File: src/rtl/axis_fifo_pkt.sv
// axis_fifo_pkt: AXI4-Stream first-word-fall-through FIFO with fill level and almost-full status.
// Define AXIS_FIFO_PKT_MODE_EN to hold each packet back until its tlast beat is stored.
module axis_fifo_pkt #(
   parameter int data_bits       = 8,
   parameter int mem_depth       = 16,
   parameter int tkeep_width     = data_bits / 8,
   parameter int almost_full_thr = mem_depth - 2
) (
   input  logic                       axis_clk,
   input  logic                       axis_resetn,
   input  logic [data_bits-1:0]       s_axis_tdata,
   input  logic [tkeep_width-1:0]     s_axis_tkeep,
   input  logic                       s_axis_tlast,
   input  logic                       s_axis_tvalid,
   output logic                       s_axis_tready,
   output logic [data_bits-1:0]       m_axis_tdata,
   output logic [tkeep_width-1:0]     m_axis_tkeep,
   output logic                       m_axis_tlast,
   output logic                       m_axis_tvalid,
   input  logic                       m_axis_tready,
   output logic [$clog2(mem_depth):0] fill_count,
   output logic                       almost_full
);
   localparam int aw = $clog2(mem_depth);
   localparam int pw = aw + 1;
   localparam int ew = data_bits + tkeep_width + 1;
   localparam logic [aw:0] c_af_thr = pw'(almost_full_thr);
   logic [ew-1:0] r_mem [mem_depth];
   logic [aw:0]   r_wr_ptr, r_rd_ptr;
   logic          w_empty, w_full, w_wr, w_rd;
   assign w_empty       = r_wr_ptr == r_rd_ptr;
   assign w_full        = (r_wr_ptr[aw-1:0] == r_rd_ptr[aw-1:0]) && (r_wr_ptr[aw] != r_rd_ptr[aw]);
   assign s_axis_tready = axis_resetn && !w_full;
   assign w_wr          = s_axis_tvalid && s_axis_tready;
   assign w_rd          = m_axis_tvalid && m_axis_tready;
   assign {m_axis_tlast, m_axis_tkeep, m_axis_tdata} = r_mem[r_rd_ptr[aw-1:0]];
   assign fill_count    = r_wr_ptr - r_rd_ptr;
   assign almost_full   = fill_count >= c_af_thr;
   always_ff @(posedge axis_clk)
      if (w_wr) r_mem[r_wr_ptr[aw-1:0]] <= {s_axis_tlast, s_axis_tkeep, s_axis_tdata};
   always_ff @(posedge axis_clk or negedge axis_resetn)
      if (!axis_resetn) begin
         r_wr_ptr <= '0;
         r_rd_ptr <= '0;
      end else begin
         if (w_wr) r_wr_ptr <= r_wr_ptr + pw'(1);
         if (w_rd) r_rd_ptr <= r_rd_ptr + pw'(1);
      end
`ifdef AXIS_FIFO_PKT_MODE_EN
   logic [aw:0] r_pkt_cnt;
   logic        w_last_in, w_last_out;
   assign w_last_in  = w_wr && s_axis_tlast;
   assign w_last_out = w_rd && m_axis_tlast;
   // A full FIFO with no complete packet would deadlock, so it streams cut-through instead.
   assign m_axis_tvalid = !w_empty && (r_pkt_cnt != '0 || w_full);
   always_ff @(posedge axis_clk or negedge axis_resetn)
      if (!axis_resetn) r_pkt_cnt <= '0;
      else r_pkt_cnt <= r_pkt_cnt + pw'(w_last_in) - pw'(w_last_out);
`else
   assign m_axis_tvalid = !w_empty;
`endif
endmodule
File: config.mk
export PLATFORM = sky130hd
export DESIGN_NAME = axis_fifo_pkt
export DESIGN_NICKNAME = d
export VERILOG_FILES = /design/src/rtl/axis_fifo_pkt.sv
export SDC_FILE = /design/constraint.sdc
export NUM_CORES = 1
export LEC_CHECK = 0
export CAP_MARGIN = 25
export CORE_MARGIN = 3
export CORE_UTILIZATION = 50
export CTS_CLUSTER_DIAMETER = 80
export DETAILED_ROUTE_END_ITERATION = 10
export PLACE_DENSITY_LB_ADDON = 0.1
export SLEW_MARGIN = 5
export SYNTH_ARGS = -nofsm -noshare
export SYNTH_HDL_FRONTEND = slang
export SYNTH_SLANG_ARGS = --single-unit
File: constraint.sdc
create_clock -name axis_clk -period 7.5 [get_ports axis_clk]
set_clock_uncertainty 0.15 [all_clocks]
set_input_delay 2.25 -clock axis_clk [delete_from_list [all_inputs] [get_ports axis_clk]]
set_output_delay 2.25 -clock axis_clk [all_outputs]
set_load 0.02 [all_outputs]
==> results_dict.tcl, run 1 <==
set metrics [dict create \
    status "finished, final reports clean" \
    cp_max_fo 13 \
    slew_headroom_pct 37.1 \
    synth_area_leaders "edfxtp_1 69%, mux4_1 7.5%, mux2i_1 4.3%" \
    yosys_register_bits 170 \
    seqCellArea_um2 5060 \
    synth_compound_area_share_pct 3.96 \
    synthMuxAreaShare_pct 15.1 \
    clockBufferDepth 2 \
    post-cts-setup-buffers 0 \
    stdcell_area_um2 8010 \
    coreArea_um2 13500 \
    placed_cell_area_um2 7480 \
    grt_pass1_wl_um 19900 \
    path_clk_slew_ps 60 \
    die_x_um 124 \
    fill_cells 1040 \
    fmax_mhz 159 \
    synth-adder-area-share_pct 1.90 \
    grt_antenna_before_repair 0 \
    antenna_left 0 \
    vias 3390 \
    cts_tree "built" \
    crit_family "buffers and inverters" \
    die_area_um2 15400 \
    seq_area_frac_synth_pct 72.5 \
    synth_ff_type "edfxtp_1" \
    drtPass1Iterations 4 \
    cp_slowest_stage_delay_ps 840 \
    hold_violations 0 \
    worst_pin_slew_ps 941 \
    dieHeight_um 124 \
    area_growth_pct 14.8 \
    syn_avg_cell_area_um2 19.8 \
    cts_buffers 17 \
    cts.sinks 170 \
    ir_drop_mv 0.252 \
    critPathArrivalTime_ps 3890 \
    multi_input_area_um2 1740 \
    rsz0062_at_grt "false" \
    timing.final.max_slew_violations 0 \
    synth_cell_type_count 39 \
    rows 42 \
    cp_common_cell "clkdlybuf4s50_1" \
    yosys-top-cells-count "160 x edfxtp_1, 30 x mux2i_1, 20 x mux4_1, 20 x o21ai_1, 11 x nor2_1" \
    critPathBufInv 2 \
    clk-insertion-delay-late_ps 430 \
    slowest_stage "clkdlybuf4s50_1" \
    route.detailed.drc 0 \
    setup_tns_ps 0 \
    power_density_nw_per_um2 387 \
    synth_largest_area_cell "edfxtp_1" \
    syn_area_um2 6970 \
    finalSetupViolations 0 \
    drt-initial-drc-count 361 \
    synth_top_family_by_area "multiplexers" \
    synth_simple_gate_area_share_pct 2.49 \
    yosysMostFrequentCell "edfxtp_1" \
    period_minus_slack_ps 6290 \
    dpl.hpwl_um 8420 \
    cts-htree-levels 4 \
    port_buffers 31 \
    period_share_pct 83.8 \
    ys_warn_count 0 \
    final_nets 428 \
    worstSetupEndpointType "output port" \
    track_usage_pct 18.6 \
    cts_resized 0 \
    wl_um 13300 \
    gr-total-overflow 0 \
    required_ps 5100 \
    grt_max_degree 28 \
    hold_path.class "reg -> reg" \
    path_cells "clkdlybuf4s50_1 > o21a_1 > clkdlybuf4s50_1" \
    worstSetupPathType "in -> out" \
    r2r_slack_ps 3980 \
    drive_gt1_share_pct 13.9 \
    pin_count 32 \
    crit_path_start_kind "input port" \
    hold_buffers 0 \
    start_util_pct 51.8 \
    synth-edff-count 160 \
    first_global_vias 3348 \
    leakagePower_nw 2.73 \
    drv_cap 0 \
    cts_root_buffer "clkbuf_16" \
    synthCells 353 \
    synthesis.nets 377 \
    synth_xor_area_share_pct 1.49 \
    diodes 0 \
    synth_top_area_share_pct 68.9 \
    drt-wirelength-per-cell_um 22.5 \
    gp_congestion 0.751 \
    synthArstFlopShare_pct 5.88 \
    vias_per_cell 5.72 \
]
==> layout make-up <==
class | count | share of cell area (%)
timing repair buffer | 50 | 5.85
clock inverter | 11 | 0.703
multi-input combinational | 158 | 21.7
tap | 176 | 2.75
sequential | 170 | 63.2
inverter | 7 | 0.328
clock buffer | 21 | 5.50
==> cell usage in the layout, fill, tap and decap left out, types with 3 or more instances in the layout <==
cell and count:
clkbuf_1 4, nor3_1 4, a221oi_1 10, inv_1 7
buf_4 15, mux4_2 10, nand2_1 8, o21ai_0 3
edfxtp_1 160, clkdlybuf4s50_1 31, mux2i_1 30, xor2_1 3
o21ai_1 20, mux4_1 20, ha_1 9, xnor2_1 7
dfrtp_1 9, nand4_1 3, clkinv_1 5, nor2_1 11
clkbuf_16 17, clkinv_2 3, buf_6 4, clkinvlp_4 3
==> flip-flops by register name, summed over array words and instances, names as in the netlist <==
name,flops
r_rd_ptr,5
r_wr_ptr,5
r_mem,160
==> path summary, 6_finish.rpt <==
path	depth (start not counted)	from	to
max	3	axis_resetn	s_axis_tready
min reg2reg	1	r_rd_ptr[4]	r_rd_ptr[4]
min	1	r_rd_ptr[4]	r_rd_ptr[4]
min in group asynchronous	1	axis_resetn	r_wr_ptr[0]
max in group asynchronous	1	axis_resetn	r_rd_ptr[0]
max reg2reg	7	r_rd_ptr[3]	r_mem[8][5]
==> cell families (layout without fill, tap and decap cells) <==
kind of cell	count (synthesis)	count (layout)
buffers and inverters	25	89
xor gates and xnor gates	11	11
adders and majority gates	10	10
AOI/OAI and AO/OA	41	41
and+or+nand+nor	36	36
muxes	60	60
DFF	170	170
==> per-stage QoR <==
stage / cells / hold WS (ps) / power (W) / util, % / setup WS [ps]
floorplan: 353 / 346 / 0.00201 / - / 2640
global placement: 554 / 359 / 0.00237 / 55.3 / 1220
detailed placement: 558 / 362 / 0.00238 / 55.6 / 1180
CTS: 590 / 374 / 0.00313 / 59.3 / 1180
global route: 593 / 401 / 0.00326 / 59.5 / 1100
finish: 593 / 371 / 0.00309 / 59.5 / 1210
==> report_power, final <==
| part | total (W) | switching, W | internal, W |
|---|---|---|---|
| registers | 0.00120 | 0.0000918 | 0.00111 |
| logic | 0.00115 | 0.000604 | 0.000544 |
| clock network | 0.000745 | 0.000331 | 0.000414 |
| total | 0.00309 | 0.00103 | 0.00207 |
==> metal layers <==
layer	GRT usage, %	share of wire, %	vias to the layer above
met5	0	0	-
met4	6.57	1.0	0
met3	4.54	3.7	13
met2	29.1	50	66
met1	25.9	45	1767
li1	-	-	1544
Power figures use the tool's default switching activity.
==> run 2: changes to the inputs <==
==> constraint.sdc (replaced) <==
create_clock -name axis_clk -period 6.3 [get_ports axis_clk]
set_clock_uncertainty 0.15 [all_clocks]
set_input_delay 1.89 -clock axis_clk [delete_from_list [all_inputs] [get_ports axis_clk]]
set_output_delay 1.89 -clock axis_clk [all_outputs]
set_load 0.02 [all_outputs]
==> run 2 against run 1 <==
Against the previous run: final cell count fell by 0.17%; largest power group unchanged; critical endpoint unchanged; setup slack got worse by 230 ps; final area rose by 0.69%; non-clock buffer count did not move; clock-buffer cell count fell by 2; core utilization rose by 0.41 points; combinational power rose by 22%; sequential share of layout area fell by 0.43 points.
==> results_dict.tcl, run 2 (synthesis results as in run 1) <==
set metrics [dict create \
    status "finished, final reports clean" \
    slowest_stage "clkdlybuf4s50_1" \
    drt-wirelength-per-cell_um 22.1 \
    final_common_cell "edfxtp_1" \
    timing.final.max_slew_violations 0 \
    gr-usage-met2_pct 28.6 \
    crit_path_start_kind "input port" \
    cts_buffers 17 \
    cts-htree-levels 4 \
    antenna_left 0 \
    finalSetupViolations 0 \
    path_clk_slew_ps 60 \
    hold_path.class "reg -> reg" \
    cp_max_fo 13 \
    vias 3368 \
    crit_path_start "axis_resetn" \
    seqCellArea_um2 5060 \
    setup_tns_ps 0 \
    die_area_um2 15400 \
    post-cts-setup-buffers 0 \
    pin_count 32 \
    largest_reg_flops 160 \
    cp_slowest_stage_delay_ps 590 \
    cp_common_cell "clkdlybuf4s50_1" \
    worst_pin_slew_ps 952 \
    fmax_mhz 188 \
    cp.depth 4 \
    final_nets 428 \
    cts_root_buffer "clkbuf_16" \
    period_share_pct 84.4 \
    slew_headroom_pct 36.4 \
    clk-insertion-delay-late_ps 410 \
    period_minus_slack_ps 5310 \
    drt-initial-drc-count 321 \
    track_usage_pct 18.5 \
    cts_tree "built" \
    dpl.hpwl_um 8500 \
    critPathArrivalTime_ps 3270 \
    setup.worst_path.end "s_axis_tready" \
    r2r_end "r_mem[8][7]" \
    path_cells "clkdlybuf4s50_1 > buf_4 > o21a_1 > clkdlybuf4s50_1" \
    port_buffers 31 \
    drtPass1Iterations 5 \
    timing.rr.start "r_rd_ptr[3]" \
    grt_max_degree 54 \
    gr-total-overflow 0 \
    final_cell_mix "160 x edfxtp_1, 31 x clkdlybuf4s50_1, 30 x mux2i_1" \
    coreArea_um2 13500 \
    grt_use_met1_pct 26.1 \
    grt_pass1_wl_um 20000 \
    r2r_slack_ps 2890 \
    wl_um 13100 \
    die_x_um 124 \
    diodes 0 \
    drive_gt1_share_pct 14.4 \
    dieHeight_um 124 \
    hold_buffers 0 \
    reg2reg_depth 7 \
    hold_violations 0 \
    rsz0062_at_grt "false" \
    gr-usage-met3_pct 5.50 \
    worstSetupEndpointType "output port" \
    gp_congestion 0.720 \
    cts.sinks 170 \
    grt.busiest_layer "met2" \
    cts_resized 0 \
    whs_ps 374 \
    critPathBufInv 3 \
    holdPathStages 1 \
    grt_antenna_before_repair 0 \
    multi_input_area_um2 1740 \
    start_util_pct 51.8 \
    clockBufferDepth 2 \
    crit_family "buffers and inverters" \
    vias_per_cell 5.69 \
    leakagePower_nw 2.76 \
    first_global_vias 3410 \
    power_density_nw_per_um2 467 \
    required_ps 4260 \
    fill_cells 997 \
    ir_drop_mv 0.257 \
    rows 42 \
    worstSetupPathType "in -> out" \
    drv_cap 0 \
    route.detailed.drc 0 \
    area_growth_pct 15.6 \
]
-- run 2: cell types whose count changed in the layout (fill, tap and decap cells not counted), sizes merged --
| cell | change |
|---|---|
| clkbuf | -2 |
| bufinv | +2 |
| clkinvlp | -2 |
| clkinv | +1 |
-- run 2: worst min-delay path by stage --
stage | from | end | slack, ps
2_1_floorplan | r_rd_ptr[4] | r_rd_ptr[4] | 350
3_3_place_gp | r_wr_ptr[4] | r_wr_ptr[4] | 360
3_5_place_dp | r_wr_ptr[4] | r_wr_ptr[4] | 370
4_1_cts | r_wr_ptr[4] | r_wr_ptr[4] | 380
5_1_grt | r_wr_ptr[4] | r_wr_ptr[4] | 410
6_report | r_wr_ptr[4] | r_wr_ptr[4] | 370
-- run 2: layout make-up --
cell class                 count  area share (%)
tap                          176            2.73
sequential                   170            62.7
clock inverter                12            1.33
timing repair buffer          50            5.95
multi-input combinational    158            21.6
inverter                       7           0.326
clock buffer                  19            5.37
-- run 2: worst register-to-register path: cells and delay by family (launching register included) --
kind / cells / cell delay (ps)
flip-flops: 1 / 710
adder cells (fa/ha/maj): 1 / 440
AND/OR/NAND/NOR: 3 / 910
AO/OA/AOI/OAI: 1 / 290
buffers and inverters: 2 / 630
-- run 2: metrics by stage --
stage | area, µm² | instances | power [W] | utilization (%) | setup WS (ps)
6_report | 8060 | 592 | 0.00376 | 59.9 | 986
5_1_grt | 8060 | 592 | 0.00395 | 59.9 | 898
4_1_cts | 8050 | 591 | 0.00380 | 59.9 | 970
3_5_place_dp | 7510 | 560 | 0.00284 | 55.8 | 971
3_3_place_gp | 7410 | 550 | 0.00282 | 55.1 | 980
2_1_floorplan | 6970 | 353 | 0.00239 | - | 2160
-- run 2: metal layers --
layer / part of all wire (%) / routed length (µm) / vias to the layer above
met4: 0.59 / 77 / 0
met2: 49 / 6430 / 78
li1: - / - / 1544
met5: 0 / 0 / -
met1: 45 / 5910 / 1738
met3: 5.0 / 652 / 8
-- run 2: where the power goes --
part / total (W) / switching, W / internal (W)
clock: 0.000958 / 0.000387 / 0.000571
combinational: 0.00140 / 0.000756 / 0.000646
sequential: 0.00141 / 0.0000835 / 0.00132
==> run 3: changes to the inputs <==
==> constraint.sdc (replaced) <==
create_clock -name axis_clk -period 4.9 [get_ports axis_clk]
set_clock_uncertainty 0.15 [all_clocks]
set_input_delay 1.47 -clock axis_clk [delete_from_list [all_inputs] [get_ports axis_clk]]
set_output_delay 1.47 -clock axis_clk [all_outputs]
set_load 0.02 [all_outputs]
==> run 3 against run 2 <==
Against the previous run: die area unchanged; largest power group unchanged; first-iteration DRC count decreased by 26%; clock-buffer cell count rose by 6; final area grew 0.65%; wire length decreased by 0.37%; hold slack got worse by 3.2 ps; via count rose by 0.50%; critical endpoint is now almost_full; flip-flop and latch count unchanged; sequential share of layout area down 0.41 points.
==> results_dict.tcl, run 3 (synthesis results as in run 1) <==
set metrics [dict create \
    status "finished, final reports clean" \
    rows 42 \
    final_cell_mix "160 x edfxtp_1, 31 x clkdlybuf4s50_1, 30 x mux2i_1" \
    largest_reg_flops 160 \
    period_share_pct 91.5 \
    final_nets 431 \
    grt_max_degree 37 \
    drive_gt1_share_pct 15.7 \
    cts-htree-levels 4 \
    r2r_end "r_mem[15][6]" \
    diodes 0 \
    clk-insertion-delay-late_ps 410 \
    place_inst 564 \
    path_clk_slew_ps 60 \
    vias 3385 \
    antenna_left 0 \
    timing.rr.start "r_rd_ptr[3]" \
    die_area_um2 15400 \
    gr-total-overflow 0 \
    crit_path_start_kind "flip-flop" \
    crit_path_start "r_wr_ptr[0]" \
    rsz0062_at_grt "false" \
    final_common_cell "edfxtp_1" \
    cts_root_buffer "clkbuf_16" \
    required_ps 3280 \
    finalSetupViolations 0 \
    post-cts-setup-buffers 0 \
    gp_congestion 0.736 \
    reg2reg_depth 5 \
    cts_tree "built" \
    fmax_mhz 223 \
    layoutNonFillerInstCount 596 \
    critPathArrivalTime_ps 2870 \
    drtPass1Iterations 6 \
    worst_pin_slew_ps 784 \
    ir_drop_mv 0.384 \
    fin_ws_ps 414 \
    coreArea_um2 13500 \
    worstSetupEndpointType "output port" \
    cp_max_fo 4 \
    timing.final.max_slew_violations 0 \
    drv_cap 0 \
    drt-initial-drc-count 238 \
    track_usage_pct 18.5 \
    start_util_pct 51.8 \
    pin_count 32 \
    cts.sinks 170 \
    dieHeight_um 124 \
    port_buffers 31 \
    post-place-ws_ps 593 \
    r2r_slack_ps 2090 \
    grt_antenna_before_repair 0 \
    period_minus_slack_ps 4490 \
    whs_ps 371 \
    drt-wirelength-per-cell_um 21.9 \
    area_growth_pct 16.3 \
    worstSetupPathType "reg -> out" \
    setup_tns_ps 0 \
    hold_path.class "reg -> reg" \
    setup.worst_path.end "almost_full" \
    hold_violations 0 \
    leakagePower_nw 2.80 \
    vias_per_cell 5.68 \
    clockBufferDepth 2 \
    dpl.hpwl_um 8110 \
    hold_buffers 0 \
    grt_pass1_wl_um 19900 \
    cts_resized 0 \
    route.detailed.drc 0 \
    power_density_nw_per_um2 607 \
    wl_um 13000 \
    die_x_um 124 \
    first_global_vias 3444 \
    cts_buffers 17 \
    slew_headroom_pct 47.7 \
]
[run 3: report_power, final]
group,switching (W),leakage (nW),internal [W]
clock network,0.000496,0.291,0.000804
registers,0.000111,1.56,0.00170
logic,0.000958,0.947,0.000854
[run 3: metrics by stage]
stage / util (%) / area [µm²] / power (W)
after global routing: 60.3 / 8110 / 0.00518
after CTS: 60.3 / 8110 / 0.00497
after detailed placement: 56.0 / 7530 / 0.00367
final: 60.3 / 8110 / 0.00492
after floorplan: - / 6970 / 0.00307
after global placement: 56.0 / 7530 / 0.00364
[run 3: worst min path at each step]
stage	from	end	slack, ps	cells past startpoint
finish	r_rd_ptr[4]	r_rd_ptr[4]	370	1
global route	r_rd_ptr[4]	r_rd_ptr[4]	380	1
CTS	r_rd_ptr[4]	r_rd_ptr[4]	380	1
detailed placement	r_rd_ptr[4]	r_rd_ptr[4]	370	1
global placement	r_wr_ptr[4]	r_wr_ptr[4]	360	1
floorplan	r_rd_ptr[4]	r_rd_ptr[4]	350	1
[run 3: cell type report]
| cell class | count | area (µm²) |
|---|---|---|
| Clock inverter | 7 | 88.8 |
| Sequential cell | 170 | 5060 |
| Multi-Input combinational cell | 158 | 1740 |
| Timing Repair Buffer | 53 | 488 |
| Tap cell | 176 | 220 |
| Fill cell | 1025 | 5340 |
| Inverter | 7 | 26.3 |
| Clock buffer | 25 | 495 |
[run 3: worst max-delay path, stage by stage, from the launching register on]
cell and delay [ps]:
dfrtp_1 410, inv_1 160, ha_1 190, inv_1 50, fa_1 400, a21o_1 200
a21oi_1 170, xnor2_1 160, a41o_1 120, clkdlybuf4s50_1 600
[run 3: layer usage]
metal | vias to the layer above | wire length, µm | track usage [%]
li1 | 1551 | - | -
met1 | 1754 | 5960 | 25.9
met2 | 63 | 6350 | 28.5
met3 | 17 | 458 | 4.36
met4 | 0 | 252 | 6.91
met5 | - | 0 | 0
